--- src/rtl/zx_mem_pkg.sv ---
// Shared constants and types for the Spectrum paging unit: port decode
// masks, the +3 all-RAM page table and page/bank typedefs.
package zx_mem_pkg;

  localparam logic [15:0] K128_7FFD_MASK = 16'h8002;
  localparam logic [15:0] K128_7FFD_VAL  = 16'h0000;
  localparam logic [15:0] P3_7FFD_MASK   = 16'hC002;
  localparam logic [15:0] P3_7FFD_VAL    = 16'h4000;
  localparam logic [15:0] P3_1FFD_MASK   = 16'hF002;
  localparam logic [15:0] P3_1FFD_VAL    = 16'h1000;

  localparam int MAX_PW = 5;

  typedef logic [MAX_PW-1:0] page_t;
  typedef logic [1:0]        bank_t;
  typedef logic [1:0]        slot_t;

  // Rows are 1FFD[2:1], columns are the 16K slot.
  localparam page_t SPECIAL_MAP [4][4] = '{
    '{5'd0, 5'd1, 5'd2, 5'd3},
    '{5'd4, 5'd5, 5'd6, 5'd7},
    '{5'd4, 5'd5, 5'd6, 5'd3},
    '{5'd4, 5'd7, 5'd6, 5'd3}
  };

  function automatic bit ram_pages_ok(input int n);
    return (n == 8) || (n == 16) || (n == 32);
  endfunction

  // Illegal page counts fall back to the plain 128K width.
  function automatic int page_bits(input int n);
    if (!ram_pages_ok(n)) return 3;
    return (n == 32) ? 5 : ((n == 16) ? 4 : 3);
  endfunction

endpackage

--- src/rtl/zx_port_snoop.sv ---
// Snoops Z80 OUT cycles to the 7FFD/1FFD paging ports and holds the paging
// registers and lock bit; updates once per OUT cycle on the strobe's first edge.
module zx_port_snoop
  import zx_mem_pkg::*;
#(
  parameter int PLUS3 = 0
) (
  input  logic        clk_cpu,
  input  logic        nRESET,
  input  logic [15:0] A,
  input  logic [7:0]  din,
  input  logic        nIORQ,
  input  logic        nRD,
  input  logic        nWR,
  input  logic        nM1,
  output logic [7:0]  reg_7ffd,
  output logic [7:0]  reg_1ffd,
  output logic        paging_locked
);

  logic io_we;
  logic io_we_d;
  logic fire;
  logic hit_7ffd;
  logic hit_1ffd;

  // nM1 high excludes interrupt-acknowledge cycles, which also assert nIORQ.
  assign io_we = !nIORQ && !nWR && nRD && nM1;
  assign fire  = io_we && !io_we_d && !paging_locked;

  assign hit_7ffd = (PLUS3 != 0) ? ((A & P3_7FFD_MASK) == P3_7FFD_VAL)
                                 : ((A & K128_7FFD_MASK) == K128_7FFD_VAL);
  assign hit_1ffd = (PLUS3 != 0) && ((A & P3_1FFD_MASK) == P3_1FFD_VAL);

  always_ff @(posedge clk_cpu or negedge nRESET) begin
    if (!nRESET) begin
      io_we_d       <= 1'b0;
      reg_7ffd      <= 8'h00;
      reg_1ffd      <= 8'h00;
      paging_locked <= 1'b0;
    end else begin
      io_we_d <= io_we;
      if (fire && hit_7ffd) begin
        reg_7ffd      <= din;
        paging_locked <= din[5];
      end
      if (fire && hit_1ffd) begin
        reg_1ffd <= din;
      end
    end
  end

endmodule

--- src/rtl/zx_mem_mapper.sv ---
// 128K/+2A/+3 memory paging unit: translates each CPU memory cycle into a
// physical SDRAM address, ROM flag, strobes and screen-VRAM write port.
module zx_mem_mapper
  import zx_mem_pkg::*;
#(
  parameter int              RAM_PAGES = 8,
  parameter int              PLUS3     = 0,
  parameter int              ADDR_W    = 25,
  parameter logic [ADDR_W-1:0] RAM_BASE = '0,
  parameter logic [ADDR_W-1:0] ROM_BASE = ADDR_W'(32'h0100000)
) (
  input  logic              clk_cpu,
  input  logic              nRESET,
  input  logic [15:0]       A,
  input  logic [7:0]        din,
  input  logic              nMREQ,
  input  logic              nIORQ,
  input  logic              nRD,
  input  logic              nWR,
  input  logic              nM1,
  output logic [ADDR_W-1:0] mem_addr,
  output logic              mem_rom,
  output logic              mem_we,
  output logic              mem_rd,
  output logic              vram_we,
  output logic [13:0]       vram_addr,
  output logic              shadow_scr,
  output logic [7:0]        reg_7ffd,
  output logic [7:0]        reg_1ffd,
  output logic              paging_locked
);

  localparam int PW = page_bits(RAM_PAGES);

  page_t             page;
  page_t             slot3_page;
  bank_t             rom_bank;
  logic              special;
  logic              page7;
  logic [ADDR_W-1:0] ram_off;
  logic [ADDR_W-1:0] rom_off;

  zx_port_snoop #(
    .PLUS3 (PLUS3)
  ) u_snoop (
    .clk_cpu       (clk_cpu),
    .nRESET        (nRESET),
    .A             (A),
    .din           (din),
    .nIORQ         (nIORQ),
    .nRD           (nRD),
    .nWR           (nWR),
    .nM1           (nM1),
    .reg_7ffd      (reg_7ffd),
    .reg_1ffd      (reg_1ffd),
    .paging_locked (paging_locked)
  );

  // Extended RAM borrows 7FFD[7:6] as upper page bits on larger boards.
  if (PW == 5) begin : g_pages32
    assign slot3_page = {reg_7ffd[7:6], reg_7ffd[2:0]};
  end else if (PW == 4) begin : g_pages16
    assign slot3_page = {1'b0, reg_7ffd[6], reg_7ffd[2:0]};
  end else begin : g_pages8
    assign slot3_page = {2'b00, reg_7ffd[2:0]};
  end

  if (PLUS3 != 0) begin : g_plus3_bank
    assign rom_bank = {reg_1ffd[2], reg_7ffd[4]};
  end else begin : g_128k_bank
    assign rom_bank = {1'b0, reg_7ffd[4]};
  end

  assign special = (PLUS3 != 0) && reg_1ffd[0];

  always_comb begin
    page    = '0;
    mem_rom = 1'b0;
    if (special) begin
      page = SPECIAL_MAP[reg_1ffd[2:1]][A[15:14]];
    end else begin
      unique case (A[15:14])
        2'd0:    mem_rom = 1'b1;
        2'd1:    page    = 5'd5;
        2'd2:    page    = 5'd2;
        default: page    = slot3_page;
      endcase
    end
  end

  assign ram_off  = ADDR_W'({page, A[13:0]});
  assign rom_off  = ADDR_W'({rom_bank, A[13:0]});
  assign mem_addr = mem_rom ? (ROM_BASE + rom_off) : (RAM_BASE + ram_off);

  assign mem_rd = !nMREQ && !nRD;
  assign mem_we = !nMREQ && !nWR && nRD && !mem_rom;

  // Only the lower 8K of pages 5 and 7 hold displayable screen data.
  assign page7     = !mem_rom && (page == 5'd7);
  assign vram_we   = mem_we && ((page == 5'd5) || (page == 5'd7)) && !A[13];
  assign vram_addr = {page7, A[12:0]};

  assign shadow_scr = reg_7ffd[3];

endmodule

--- config.mk ---
export PLATFORM = sky130hd
export DESIGN_NAME = zx_mem_mapper
export DESIGN_NICKNAME = d
export VERILOG_FILES = /design/src/rtl/zx_mem_pkg.sv /design/src/rtl/zx_port_snoop.sv /design/src/rtl/zx_mem_mapper.sv
export SDC_FILE = /design/constraint.sdc
export NUM_CORES = 1
export LEC_CHECK = 0
export ABC_CLOCK_PERIOD_IN_PS = 1150
export BUFFER_PORTS_ARGS = -buffer_cell sky130_fd_sc_hd__buf_4
export CORE_MARGIN = 10
export CORE_UTILIZATION = 30
export DETAILED_ROUTE_END_ITERATION = 12
export PLACE_DENSITY = 0.75
export SETUP_SLACK_MARGIN = 0.3
export SLEW_MARGIN = 20
export SYNTH_ARGS = -nofsm -noshare
export SYNTH_HDL_FRONTEND = slang
export SYNTH_SLANG_ARGS = --single-unit
export TNS_END_PERCENT = 1
--- constraint.sdc ---
create_clock -name clk_cpu -period 1.15 [get_ports clk_cpu]
set_input_delay 0.115 -clock clk_cpu [delete_from_list [all_inputs] [get_ports clk_cpu]]
set_output_delay 0.115 -clock clk_cpu [all_outputs]
set_load 0.005 [all_outputs]
==> reports/results.tsv, run 1 <==
stage	metric	value	unit
status	status	finished, violations left	
status	failing checks	setup timing	
final_layout	Multi-input gate area	265	sq um
clock_network	Clock Latency Late Sink	250	ps
timing	Fin. Hold Viols	0	
clock_network	root buffer cell	clkbuf_4	
die	Initial Util	31.6	%
drt	vias per inst	4.12	
pwr	Max IR drop VDD	0.813	mV
timing	setup TNS	-811	ps
critical_path	worst stage delay on the critical path	380	ps
die	IO Pins	92	
min_path	HP Class	input pin to flop	
drt	Detail Route Antenna Nets	0	
pwr	leakage dissipation	0.000512	uW
yosys	Mean Syn Cell Area	9.79	sq um
grt	GRT Total Usage	7.27	%
critical_path	worst path arrival time	1160	ps
yosys	Netlist cell types	17	
drt	Initial DRT Pass Iterations	2	
grt	first-pass GRT wire length	2970	um
critical_path	critical path endpoint category	primary output	
pwr	Pwr Total	1100	uW
clock_network	Max Buffers Root-to-Sink	2	
placement	GPL Wtd Cong	0.702	
die	CORE AREA	2480	sq um
timing	post-route worst setup slack	-127	ps
placement	dpl hpwl	1690	um
timing	fin crit period	1280	ps
timing	Final setup viols	11	
die	row count	18	
final_layout	Reg area	225	sq um
placement	Placed Instances	122	
drt	Initial DRC Count	10	
yosys	Syn Std Cell Area	783	sq um
final_layout	Layout Cells excl Fill	129	
clock_network	CTS tree	yes	
grt	number of global-route vias before repair	662	
flow_run	Max Cap Viol	0	
grt	largest net degree at the start of global routing	10	
die	Die Ht	71.1	um
drt	final wirelength	1940	um
critical_path	Crit Path Class	flop to primary output	
drt	# DRC	0	
pwr	PD cells	1150	nW/um^2
yosys	Seq/Total Area, Yosys	28.8	%
final_layout	layout cells sized above 1	63.6	%
drt	DR vias	532	
critical_path	worst-path maximum fanout	2	
placement	Area after DPL	858	sq um
timing	maximum clock frequency	783	MHz
grt	antenna violations before repair	0	
timing	fin crit share	111	%
yosys	Ys Warns	0	
critical_path	critical path launch point type	flop	
clock_network	CTS Buf Count	3	
placement	pre-CTS setup slack	-127	ps
clock_network	H-tree depth	1	
clock_network	Sink Count	9	
critical_path	WP data required	1030	ps
die	Die ar.	5050	sq um
timing	RSZ-0062 raised after global routing	true	
yosys	Post-Synthesis Cells	80	
final_layout	fillers	247	
timing	Final Slew Violations	0	
critical_path	CP max-delay cell	dfrtp_1	
final_layout	Final Cell Area	958	sq um
clock_network	Reg clk slew, reported paths	60	ps
critical_path	CP cell instances	or2b_1, and4b_1, buf_4	
final_layout	ANT cells	0	
timing	Final Skew	0.327	ps
die	chip width	71.1	um
final_layout	Layout area overhead	22.4	%
drt	WL/cell	15.1	um
final_layout	nets@finish	131	
yosys	FF+latch count, synth	9	
placement	Buffers on Ports	40	
grt	total congestion overflow	0	
==> critical path: cells and delay by family (launching register included) <==
family | cells | cell delay (ps)
buf+inv | 1 | 130
flops | 1 | 380
simple gates | 2 | 400
==> routing by layer <==
metal,track usage (%),vias to the layer above,part of all wire [%]
li1,-,235,-
met1,5.00,226,29
met2,11.0,54,44
met3,8.23,17,24
met4,5.38,0,3.5
met5,0,-,0
==> kinds of logic (layout without fill, tap and decap cells) <==
family | count (synthesis) | count (layout) | synth area share [%]
AO/OA/AOI/OAI | 4 | 4 | 3.67
buffers and inverters | 48 | 53 | 45.0
flip-flops | 9 | 9 | 28.8
multiplexers | 7 | 7 | 10.1
other | 1 | 15 | 0.479
AND/OR/NAND/NOR | 11 | 11 | 12.0
==> power breakdown <==
part / internal [uW] / switching (uW) / total, uW
logic: 292 / 151 / 443
registers: 373 / 47.8 / 421
clock network: 133 / 101 / 234
total: 798 / 300 / 1100
==> through the flow <==
step           hold slack, ps  utilization [%]
2_1_floorplan            -181                -
3_3_place_gp            -60.7             34.6
3_5_place_dp            -57.1             34.6
4_1_cts                  82.8             38.4
5_1_grt                  75.4             38.7
6_report                 88.5             38.7
==> sequential cells by signal (all words and copies together) (netlist names) <==
name              count
u_snoop.io_we_d       1
u_snoop.reg_7ffd      8
==> path summary, 6_finish.rpt <==
check,startpoint,to,slack [ps],cells past startpoint
max reg2reg,u_snoop.io_we_d,u_snoop.reg_7ffd[2],-80,3
min in group asynchronous,nRESET,u_snoop.reg_7ffd[7],220,2
min,din[6],u_snoop.reg_7ffd[6],90,2
max in group asynchronous,nRESET,u_snoop.reg_7ffd[2],800,2
min reg2reg,u_snoop.reg_7ffd[6],u_snoop.reg_7ffd[6],530,1
max,u_snoop.reg_7ffd[0],vram_we,-130,3
==> layout make-up <==
cell class                      instances  area share [%]
Tap cell                               30            3.92
Sequential cell                         9            23.5
Multi-Input combinational cell         37            27.7
Timing Repair Buffer                   47            41.4
Clock buffer                            4            2.74
Inverter                                2           0.783
==> synth_stat cells <==
| master | number | area share, % |
|---|---|---|
| and4bb_2 | 1 | 1.6 |
| nor4_4 | 1 | 2.7 |
| and4b_1 | 1 | 1.3 |
| nor4b_2 | 1 | 1.9 |
| nand2_2 | 1 | 0.80 |
| o21ai_0 | 1 | 0.64 |
| and3_1 | 1 | 0.80 |
| conb_1 | 1 | 0.48 |
| nor2_1 | 3 | 1.4 |
| dfrtp_1 | 9 | 29 |
| a21boi_0 | 2 | 1.9 |
| inv_1 | 2 | 0.96 |
| a31o_2 | 1 | 1.1 |
| mux2_2 | 7 | 10 |
| or2b_1 | 1 | 0.96 |
| nand2_1 | 1 | 0.48 |
| buf_4 | 46 | 44 |
==> placed cells by master (no fill, tap or decap), drive strengths merged, types with 2 or more instances in the layout <==
cell type,instances
buf,46
conb,15
dfrtp,9
mux2,7
clkbuf,4
nor2,3
inv,2
a21boi,2
nand2,2
==> timing repair <==
item / CTS / global route
hold buffers: 1 / 0
gates resized for setup: 15 / 1
buffers inserted: 1 / 1
pin swaps: 7 / 3
endpoints found under the hold margin: 9 / 0
setup endpoints to repair: 24 / 24
No activity file was read; power rests on OpenSTA's default activity.
==> inputs of run 2 (changes only) <==
==> constraint.sdc (replaced) <==
create_clock -name clk_cpu -period 1.15 [get_ports clk_cpu]
set_input_delay 0.0575 -clock clk_cpu [delete_from_list [all_inputs] [get_ports clk_cpu]]
set_output_delay 0.0575 -clock clk_cpu [all_outputs]
set_load 0.005 [all_outputs]
==> run 2 against run 1 <==
The flow still finishes with violations (setup timing); fmax up 1.3%; wire length up 3.5%; clock skew up 1.4 ps; sequential share of layout area up 0.34 points; combinational power down 4%; sequential power about the same; critical path depth unchanged; worst hold slack worse by 58 ps; register-to-register slack worse by 30 ps; first-iteration DRC count down 60%.
==> reports/results.tsv, run 2 (synthesis gave the netlist of run 1 again) <==
stage	metric	value	unit	change
critical_path	Crit Path Class	flop to flop		
critical_path	Reg2Reg Depth	3		unchanged
final_layout	commonest non-fill, non-tap cell in the layout	buf_4		
die	Die ar.	5050	sq um	unchanged
timing	final hold slack	30.8	ps	-57.8 ps
final_layout	Layout Cells excl Fill	127		-1.6%
die	Die Ht	71.1	um	unchanged
die	IO Pins	92		unchanged
flow_run	Max Cap Viol	0		unchanged
grt	first-pass GRT wire length	3180	um	+7.0%
drt	WL/cell	15.9	um	+5.2%
grt	largest net degree at the start of global routing	10		unchanged
clock_network	root buffer cell	clkbuf_4		
timing	Final Slew Violations	0		unchanged
timing	maximum clock frequency	793	MHz	+1.3%
final_layout	Util after Layout	38.1	%	-0.56 points
final_layout	layout cells sized above 1	62.9	%	-0.75 points
drt	vias per inst	4.09		-0.72%
grt	grt met3 use	8.37	%	+0.14 points
timing	fin crit period	1260	ps	-16.5 ps
critical_path	Critical Path Start	u_snoop.io_we_d		
critical_path	Reg2Reg Setup Slack	-110	ps	-30 ps
placement	dpl hpwl	1730	um	+2.5%
placement	GPL Wtd Cong	0.671		-4.5%
clock_network	Max Buffers Root-to-Sink	2		unchanged
drt	Initial DRC Count	4		-6
final_layout	Largest regs	u_snoop.reg_7ffd: 8 flops, u_snoop.io_we_d: 1 flops		
grt	total congestion overflow	0		unchanged
placement	Area after DPL	843	sq um	-1.7%
die	row count	18		unchanged
critical_path	worst path arrival time	1400	ps	+240 ps
status	status	finished, violations left		
final_layout	fillers	239		-3.2%
clock_network	H-tree depth	1		unchanged
critical_path	WP data required	1290	ps	+260 ps
pwr	Psw	306	uW	+1.9%
grt	number of global-route vias before repair	678		+2.4%
pwr	PD cells	1150	nW/um^2	+0.48%
final_layout	Layout area overhead	20.6	%	
timing	RSZ-0062 raised after global routing	true		
critical_path	r2r endpoint	u_snoop.reg_7ffd[6]		
drt	final wirelength	2010	um	+3.5%
clock_network	CTS Buf Count	3		unchanged
pwr	Max IR drop VDD	0.727	mV	-11%
min_path	HP Class	input pin to flop		
final_layout	max FFs per register	8		unchanged
timing	Fin. Hold Viols	0		unchanged
timing	Final setup viols	9		-2
final_layout	ANT cells	0		unchanged
placement	Buffers on Ports	40		unchanged
critical_path	critical path endpoint category	flop		
timing	Final Skew	1.78	ps	+1.45 ps
pwr	Clk pwr share	21.9	%	+0.6 points
clock_network	Clock Latency Late Sink	260	ps	about the same
grt	GR peak layer	met2		
timing	setup TNS	-869	ps	-57.9 ps
die	chip width	71.1	um	unchanged
min_path	hold wc startpoint	din[4]		
die	CORE AREA	2480	sq um	unchanged
pwr	leakage dissipation	0.000503	uW	-1.8%
pwr	switch share	28.1	%	+0.80 points
placement	Placed Instances	120		-1.6%
critical_path	Worst Setup EP	u_snoop.reg_7ffd[6]		
critical_path	Worst R2R Start	u_snoop.io_we_d		
grt	GRT Total Usage	7.66	%	+0.40 points
clock_network	CTS tree	yes		
grt	antenna violations before repair	0		unchanged
drt	Detail Route Antenna Nets	0		unchanged
critical_path	critical path launch point type	flop		
pwr	Internal	782	uW	-2.1%
critical_path	worst-path maximum fanout	7		+5
grt	met2 usage	11.3	%	+0.30 points
final_layout	nets@finish	129		-1.5%
drt	Initial DRT Pass Iterations	2		unchanged
final_layout	most frequent cells in the layout	buf_4, conb_1, buf_6, dfrtp_1, mux2_2		
status	failing checks	setup timing		
die	Initial Util	31.6	%	unchanged
grt	met1 Use GR	5.72	%	+0.72 points
final_layout	Final Cell Area	945	sq um	-1.4%
pwr	share of power burned in registers	39.0	%	+0.7 points
drt	DR vias	520		-2.3%
final_layout	Biggest register	u_snoop.reg_7ffd		
drt	# DRC	0		unchanged
timing	post-route worst setup slack	-111	ps	+16.5 ps
clock_network	Reg clk slew, reported paths	60	ps	about the same
pwr	combinational fraction of design power	39.1	%	-1.3 points
clock_network	Sink Count	9		unchanged
timing	fin crit share	110	%	-1.4 points
-- run 2: cell types whose count changed in the layout (fill, tap and decap cells not counted), sizes merged --
cell,before,now
buf,46,44
-- run 2: worst max-delay path, cell delays in order (launching register included) --
cell and delay (ps):
dfrtp_1 390, nor4_4 250, nand2_2 180, mux2_2 310
-- run 2: power by group through the flow --
stage	sequential [uW]	combinational, uW	clock, uW
floorplan	423	234	0
global placement	422	341	0
detailed placement	425	351	0
CTS	421	416	240
global route	431	466	273
finish	424	425	238
-- run 2: how the worst min path moves through the flow --
stage / cells past startpoint / endpoint
global route: 2 / u_snoop.reg_7ffd[5]
global placement: 1 / u_snoop.reg_7ffd[7]
CTS: 2 / u_snoop.reg_7ffd[7]
finish: 2 / u_snoop.reg_7ffd[4]
detailed placement: 1 / u_snoop.reg_7ffd[3]
floorplan: 0 / u_snoop.io_we_d
-- run 2: timing repair --
item                       CTS  global route
hold endpoints to repair     9             0
hold buffers                 1             0
setup endpoints to repair   21            24
pin swaps                    5             3
setup buffers                2             0
resized for setup           11             4
-- run 2: final cells by class --
type                            instances  area, sq um  area share [%]
Tap cell                               30         37.5            3.97
Inverter                                2         7.51           0.795
Multi-Input combinational cell         37          274            29.0
Clock buffer                            4         26.3            2.78
Timing Repair Buffer                   45          374            39.6
Sequential cell                         9          225            23.8
-- run 2: through the flow --
step | setup slack (ps) | total power [uW]
4_1_cts | -108 | 1080
2_1_floorplan | -43.2 | 657
5_1_grt | -186 | 1170
6_report | -111 | 1090
3_3_place_gp | -84.1 | 763
3_5_place_dp | -149 | 776
-- run 2: per-layer routing --
metal  vias up  part of all wire [%]  wire, um
met3        17                    23       464
met5         -                     0         0
met2        49                    45       903
met4         0                   2.7        55
met1       222                    29       589
li1        232                     -         -
